### src/rtl/pipe_pkg.sv
// Shared pipeline types and defaults for the fetch front end and its decode consumer.
// Holds no logic, so it adds no latency and has no flow control.
package pipe_pkg;

  localparam int PC_W    = 32;
  localparam int INSTR_W = 16;

  localparam logic [PC_W-1:0] RESET_PC = '0;

  typedef struct packed {
    logic [PC_W-1:0]    pc;
    logic [INSTR_W-1:0] instr;
  } fetch_pkt_t;

endpackage

### src/rtl/sync_fifo.sv
// Power-of-two synchronous FIFO with flush; head is read combinationally, so it has 1-cycle push-to-head latency.
// A push while full is dropped unless a pop happens in the same cycle, and a pop while empty is ignored.
module sync_fifo #(
  parameter int WIDTH = 8,
  parameter int DEPTH = 4
) (
  input  logic                     clk,
  input  logic                     reset,
  input  logic                     push,
  input  logic                     pop,
  input  logic                     flush,
  input  logic [WIDTH-1:0]         din,
  output logic                     full,
  output logic                     empty,
  output logic [$clog2(DEPTH):0]   count,
  output logic [WIDTH-1:0]         head
);

  localparam int AW = $clog2(DEPTH);

  logic [WIDTH-1:0] mem_q [DEPTH];
  logic [AW-1:0]    wr_ptr_q, rd_ptr_q;
  logic [AW:0]      count_q, count_d;
  logic             do_push, do_pop;

  assign empty   = (count_q == '0);
  assign full    = (count_q == (AW+1)'(DEPTH));
  assign do_pop  = pop && !empty;
  // A simultaneous pop frees the slot first, so a full FIFO can still accept a push.
  assign do_push = push && (!full || do_pop);

  always_comb begin
    count_d = count_q;
    if (do_push && !do_pop) begin
      count_d = count_q + (AW+1)'(1);
    end else if (!do_push && do_pop) begin
      count_d = count_q - (AW+1)'(1);
    end
  end

  always_ff @(posedge clk) begin
    if (reset || flush) begin
      wr_ptr_q <= '0;
      rd_ptr_q <= '0;
      count_q  <= '0;
    end else begin
      if (do_push) wr_ptr_q <= wr_ptr_q + AW'(1);
      if (do_pop)  rd_ptr_q <= rd_ptr_q + AW'(1);
      count_q <= count_d;
    end
  end

  always_ff @(posedge clk) begin
    if (do_push && !flush && !reset) begin
      mem_q[wr_ptr_q] <= din;
    end
  end

  assign head  = mem_q[rd_ptr_q];
  assign count = count_q;

endmodule

### src/rtl/fetch_unit.sv
// Instruction fetch front end: it owns the PC, issues requests to a 1-cycle imem and buffers returns, giving 2 cycles from request to if_valid.
// Requests are issued only when a prefetch slot is guaranteed free; a redirect flushes everything and restarts at the new PC.
module fetch_unit #(
  parameter int              PC_W       = pipe_pkg::PC_W,
  parameter int              INSTR_W    = pipe_pkg::INSTR_W,
  parameter int              IMEM_AW    = 21,
  parameter int              FIFO_DEPTH = 4,
  parameter logic [PC_W-1:0] RESET_PC   = PC_W'(pipe_pkg::RESET_PC),
  parameter int              PC_STEP    = 1
) (
  input  logic               clk,
  input  logic               reset,
  output logic               imem_req,
  output logic [IMEM_AW-1:0] imem_addr,
  input  logic [INSTR_W-1:0] imem_data,
  input  logic               redirect_valid,
  input  logic [PC_W-1:0]    redirect_pc,
  output logic               if_valid,
  input  logic               if_ready,
  output logic [INSTR_W-1:0] if_instr,
  output logic [PC_W-1:0]    if_pc
);

  localparam int AW = $clog2(FIFO_DEPTH);
  localparam int CW = AW + 2;

  typedef struct packed {
    logic [PC_W-1:0]    pc;
    logic [INSTR_W-1:0] instr;
  } pkt_t;

  localparam int PKT_W = $bits(pkt_t);

  logic [PC_W-1:0] fetch_pc_q, fetch_pc_d;
  logic [PC_W-1:0] req_pc_q, req_pc_d;
  logic            inflight_q, inflight_d;

  logic            fifo_push, fifo_pop, fifo_full, fifo_empty;
  logic [AW:0]     fifo_count;
  pkt_t            push_pkt, head_pkt;

  logic [CW-1:0]   occupancy, credit_limit;
  logic            issue;

  // A pop during a redirect is dropped: decode squashes that head anyway.
  assign fifo_pop  = !fifo_empty && if_ready && !redirect_valid;
  assign fifo_push = inflight_q && !redirect_valid;

  // Buffered plus in-flight entries must leave room for the reply to this cycle's request.
  assign occupancy    = CW'(fifo_count) + CW'(inflight_q);
  assign credit_limit = CW'(FIFO_DEPTH) + CW'(fifo_pop);
  assign issue        = !reset && !redirect_valid && (occupancy < credit_limit)
                        && (!fifo_full || fifo_pop);

  assign push_pkt = '{pc: req_pc_q, instr: imem_data};

  always_comb begin
    fetch_pc_d = fetch_pc_q;
    req_pc_d   = req_pc_q;
    inflight_d = issue;
    if (redirect_valid) begin
      fetch_pc_d = redirect_pc;
    end else if (issue) begin
      fetch_pc_d = fetch_pc_q + PC_W'(PC_STEP);
      req_pc_d   = fetch_pc_q;
    end
  end

  always_ff @(posedge clk) begin
    if (reset) begin
      fetch_pc_q <= RESET_PC;
      req_pc_q   <= '0;
      inflight_q <= 1'b0;
    end else begin
      fetch_pc_q <= fetch_pc_d;
      req_pc_q   <= req_pc_d;
      inflight_q <= inflight_d;
    end
  end

  sync_fifo #(
    .WIDTH (PKT_W),
    .DEPTH (FIFO_DEPTH)
  ) u_prefetch_fifo (
    .clk   (clk),
    .reset (reset),
    .push  (fifo_push),
    .pop   (fifo_pop),
    .flush (redirect_valid),
    .din   (push_pkt),
    .full  (fifo_full),
    .empty (fifo_empty),
    .count (fifo_count),
    .head  (head_pkt)
  );

  assign imem_req  = issue;
  assign imem_addr = fetch_pc_q[IMEM_AW-1:0];

  assign if_valid = !fifo_empty;
  assign if_pc    = fifo_empty ? '0 : head_pkt.pc;
  assign if_instr = fifo_empty ? '0 : head_pkt.instr;

endmodule

### config.mk
export PLATFORM = sky130hd
export DESIGN_NAME = fetch_unit
export DESIGN_NICKNAME = d
export VERILOG_FILES = /design/src/rtl/pipe_pkg.sv /design/src/rtl/sync_fifo.sv /design/src/rtl/fetch_unit.sv
export SDC_FILE = /design/constraint.sdc
export NUM_CORES = 1
export LEC_CHECK = 0
export ABC_AREA = 1
export CAP_MARGIN = 20
export CORE_ASPECT_RATIO = 1.5
export CORE_MARGIN = 10
export CORE_UTILIZATION = 55
export DETAILED_ROUTE_END_ITERATION = 12
export PLACE_DENSITY_LB_ADDON = 0.25
export SYNTH_ARGS = -nofsm -noshare
export SYNTH_HDL_FRONTEND = slang
export SYNTH_HIERARCHICAL = 1
export SYNTH_SLANG_ARGS = --single-unit
### constraint.sdc
create_clock -name clk -period 9.2 [get_ports clk]
set_input_delay 0.92 -clock clk [delete_from_list [all_inputs] [get_ports clk]]
set_output_delay 0.92 -clock clk [all_outputs]
set_load 0.02 [all_outputs]
==> results.md <==
- The hold-fix buffer count after cts is 0.
- The clock-pin slew on the worst setup and hold paths is 0.06 ns.
- Once the clock tree was built, the setup fixing pass inserted 0 buffers.
- Leaving out fill and tap cells, the most frequent cells in the layout are 217 x sky130_fd_sc_hd__nor2_1, 192 x sky130_fd_sc_hd__edfxtp_1, 171 x sky130_fd_sc_hd__nand2_1, 126 x sky130_fd_sc_hd__o21ai_0, 122 x sky130_fd_sc_hd__clkdlybuf4s50_1.
- The top flip-flop cell by instance count after synthesis is sky130_fd_sc_hd__edfxtp_1.
- The maximum fanout count along the critical path is 87.
- The wire length per cell after detailed routing is 16.9 um.
- The total area inside the core boundary comes to 0.0211 mm2.
- The sequential element share of the synthesized area is 61.5%.
- The worst-margin pin slew is 0.993 ns.
- The delay of the slowest cell on the worst path is 0.75 ns.
- The required time of the critical path is 8.28 ns.
- The fraction of registers with async set or reset after synthesis is 0%.
- The remaining global-route overflow is 0.
- After the first detailed-routing iteration, the DRC count stood at 502.
- The final design utilization is 65.0%.
- The layout has 1672 filler cells.
- Measured against its own limit, the worst slew margin works out to 33.7%.
- The largest buffer count on any clock path is 3.
- The vias after detailed routing is 8519.
- The busiest metal layer after global routing is met2.
- The signed area change from the synthesized netlist to the final layout is 16.3%.
- The run finished with clean final reports.
- The register area is 0.00725 mm2.
- The total count of hold-check failures in the final report was 0.
- For met1 alone, demand over resource in global routing was 20.5%.
- The detail route stage leaves a number of antenna-violating nets equal to 0.
- The met3 demand-to-capacity share in global routing is 2.97%.
- The non-filler instance count after layout is 1583.
- The max-slew violation count is 0.
- The later pin in the worst-skew pair is clocked with a latency of 0.51 ns.
- After detailed routing, the number of vias per cell comes to 5.38.
- Global routing used 18.7% of the available tracks.
- The wire length of the first global-routing pass is 42700 um.
- Before antenna repair, the detailed router went through 7 iterations.
- Summed over all cells, the static leakage comes to 0.00500 uW.
- Sorting the synthesized cells by area gives the leading types as sky130_fd_sc_hd__edfxtp_1 49%, sky130_fd_sc_hd__dfxtp_1 13%, sky130_fd_sc_hd__nor2_1 7.0%.
- The count of maximum capacitance violations is 0.
- The power density relative to cell area is 181 mW/mm2.
- The number of buffer and inverter stages on the critical path is 5.
- The cell accounting for the most synthesized area is sky130_fd_sc_hd__edfxtp_1.
- The number of placed instances, taps included, is 1540.
- The global-route met2 utilization is 34.8%.
- The total nets after synthesis is 1282.
- The number of global-route vias before repair is 8641.
- The arrival time reported for the critical path endpoint is 3.78 ns.
- The post-route netlist has 6.16% of its cells at a drive strength greater than 1.
- The library cell used most frequently in the layout, excluding fill and tap cells, is sky130_fd_sc_hd__nor2_1.
- The height of the die is 199 um.
- The total setup violations reported at the end of the flow is 0.
- TritonCTS built the clock tree.
- The signal on the critical path passes through clkdlybuf4s50_1 -> buf_4 -> inv_2 -> nand3_2 -> a21oi_4 -> buf_4 -> clkdlybuf4s50_1.
- The multi-input combinational cells in the finished layout cover a total of 0.00354 mm2.
- CTS built an H-tree with a depth of 1.
- The post-synthesis average cell area is 9.65 um2.
- The maximum number of pins on one net before global-route repair is 97.
- In this run the horizontal extent of the chip is 139 um.
- For this design, the slowest cell found on the critical path is sky130_fd_sc_hd__clkdlybuf4s50_1.
- The number of warning messages in the yosys log is 6.
- The number of buffer cells added on primary ports is 122.
- The mapped netlist covers 0.0118 mm2.
- The number of antenna violations at the first check in global routing is 1.
- Setup repair after global routing left no endpoint under its margin.
- The number of cells produced by synthesis is 1221.
- The tree is rooted in a sky130_fd_sc_hd__clkbuf_16.
- In this run the biggest area consumer among cell types represents 48.9% of the synthesized area.
- The worst-case IR drop observed on VDD is 0.165 mV.
- The kind of end point of the critical path is an output port.
- The nature of the critical path startpoint is an input port.
- Counting I/O delays and the setup requirement, the final critical path takes 4.70 ns.
- Setup total negative slack on the finished layout was measured at 0 ns.
- The flip-flop and latch count after synthesis is 266.
- The category of cells accounting for the largest share of critical-path delay is buffers and inverters.
- For this run, design rule violations remaining after detail routing come to 0.
- The critical path in this run is classified as in2out.
- The final layout contains 1358 nets.
- The number of buffers created by CTS is 23.
- The number of I/O pins is 123.
- The tightest min-delay check is of the reg2reg type.
- After clock tree synthesis, the repair step resized 0 gates.
- The number of different library cells in the post-synthesis netlist is 36.
- Summed over all nets, the half-perimeter wirelength after detailed placement is 17000 um.
- The congestion estimate from routability-driven global placement came to 0.893.
- The count of flip-flops with a built-in enable after synthesis is 192.
- The sink count of the clock tree is 266.
- The count of standard-cell rows is 65.
- The maximum clock rate is 0.213 GHz.
- The area of the die is 0.0278 mm2.
- Clock skew on the completed layout was measured at 0.0185 ns.
- The initial utilization of the core area, before any placement, comes to 55.9%.
- Of the available clock period, the critical path in the final layout requires 51.1%.
- The detailed-route wire length is 26700 um.
-- path summary, 6_finish.rpt --
path,slack [ns],end,cells past startpoint,from
hold reg to reg,0.50,u_prefetch_fifo/mem_q[0][26]$_DFFE_PP_,0,req_pc_q[10]$_SDFFE_PP0P_
setup reg to reg,5.48,u_prefetch_fifo/mem_q[1][13]$_DFFE_PP_,14,u_prefetch_fifo/count[2]$_SDFFE_PP0P_
setup / recovery,4.50,imem_req,7,redirect_valid
hold / removal,0.50,u_prefetch_fifo/mem_q[0][26]$_DFFE_PP_,0,req_pc_q[10]$_SDFFE_PP0P_
-- registers in the layout, indices dropped and copies added (netlist names), named ones only --
signal / count
inflight_q: 1
req_pc_q: 32
u_prefetch_fifo/mem_q: 192
u_prefetch_fifo/wr_ptr_q: 2
u_prefetch_fifo/rd_ptr_q: 2
u_prefetch_fifo/count: 3
fetch_pc_q: 32
-- logic make-up (layout without fill, tap and decap cells) --
kind of cell / Yosys count / after routing / synth area share [%]
simple gates: 481 / 481 / 16.7
flops: 266 / 266 / 61.5
compound gates: 251 / 251 / 11.5
buf+inv: 206 / 299 / 8.65
fa+ha+maj: 9 / 9 / 1.02
xor+xnor: 8 / 8 / 0.659
other cells: 0 / 1 / 0
-- layout make-up --
class	count	area share (%)
multi-input combinational	749	25.9
timing repair buffer	132	9.46
antenna	1	0.0183
sequential	266	52.9
tap	268	2.45
clock inverter	12	0.959
inverter	125	3.46
clock buffer	30	4.85
-- worst register-to-register path, delay by kind of cell, from the launching register on --
| family | cells | cell delay, ns |
|---|---|---|
| buffers and inverters | 7 | 1.21 |
| DFF | 1 | 0.43 |
| and+or+nand+nor | 7 | 1.73 |
-- power by group --
part           internal [uW]  switching [uW]
sequential              1310            28.0
clock                    572             416
combinational           70.1            90.8
total                   1950             534
-- cell usage after synthesis (6+ instances only) --
| master | count |
|---|---|
| sky130_fd_sc_hd__nor2_1 | 221 |
| sky130_fd_sc_hd__edfxtp_1 | 192 |
| sky130_fd_sc_hd__nand2_1 | 171 |
| sky130_fd_sc_hd__o21ai_0 | 126 |
| sky130_fd_sc_hd__inv_1 | 121 |
| sky130_fd_sc_hd__dfxtp_1 | 74 |
| sky130_fd_sc_hd__nand3_1 | 65 |
| sky130_fd_sc_hd__a21oi_1 | 57 |
| sky130_fd_sc_hd__o22ai_1 | 48 |
| sky130_fd_sc_hd__buf_4 | 29 |
| sky130_fd_sc_hd__clkbuf_1 | 18 |
| sky130_fd_sc_hd__buf_2 | 14 |
| sky130_fd_sc_hd__nor2_2 | 14 |
| sky130_fd_sc_hd__buf_6 | 9 |
| sky130_fd_sc_hd__o21ai_1 | 9 |
| sky130_fd_sc_hd__a21boi_0 | 8 |
| sky130_fd_sc_hd__ha_1 | 8 |
| sky130_fd_sc_hd__xor2_1 | 6 |
-- routing by layer --
metal | vias up | wire (um)
li1 | 4219 | -
met1 | 3983 | 10300
met5 | - | 0
met4 | 0 | 683
met3 | 49 | 1580
met2 | 268 | 14100
-- stage by stage --
step	setup slack [ns]	area [um2]	hold slack, ns	total power (uW)
finish	4.50	13700	0.497	2480
global route	4.33	13700	0.516	2560
CTS	4.51	13700	0.501	2500
detailed placement	4.50	12900	0.479	1520
global placement	4.55	12900	0.473	1520
floorplan	4.88	11800	0.455	1450
Power figures use the tool's default switching activity.
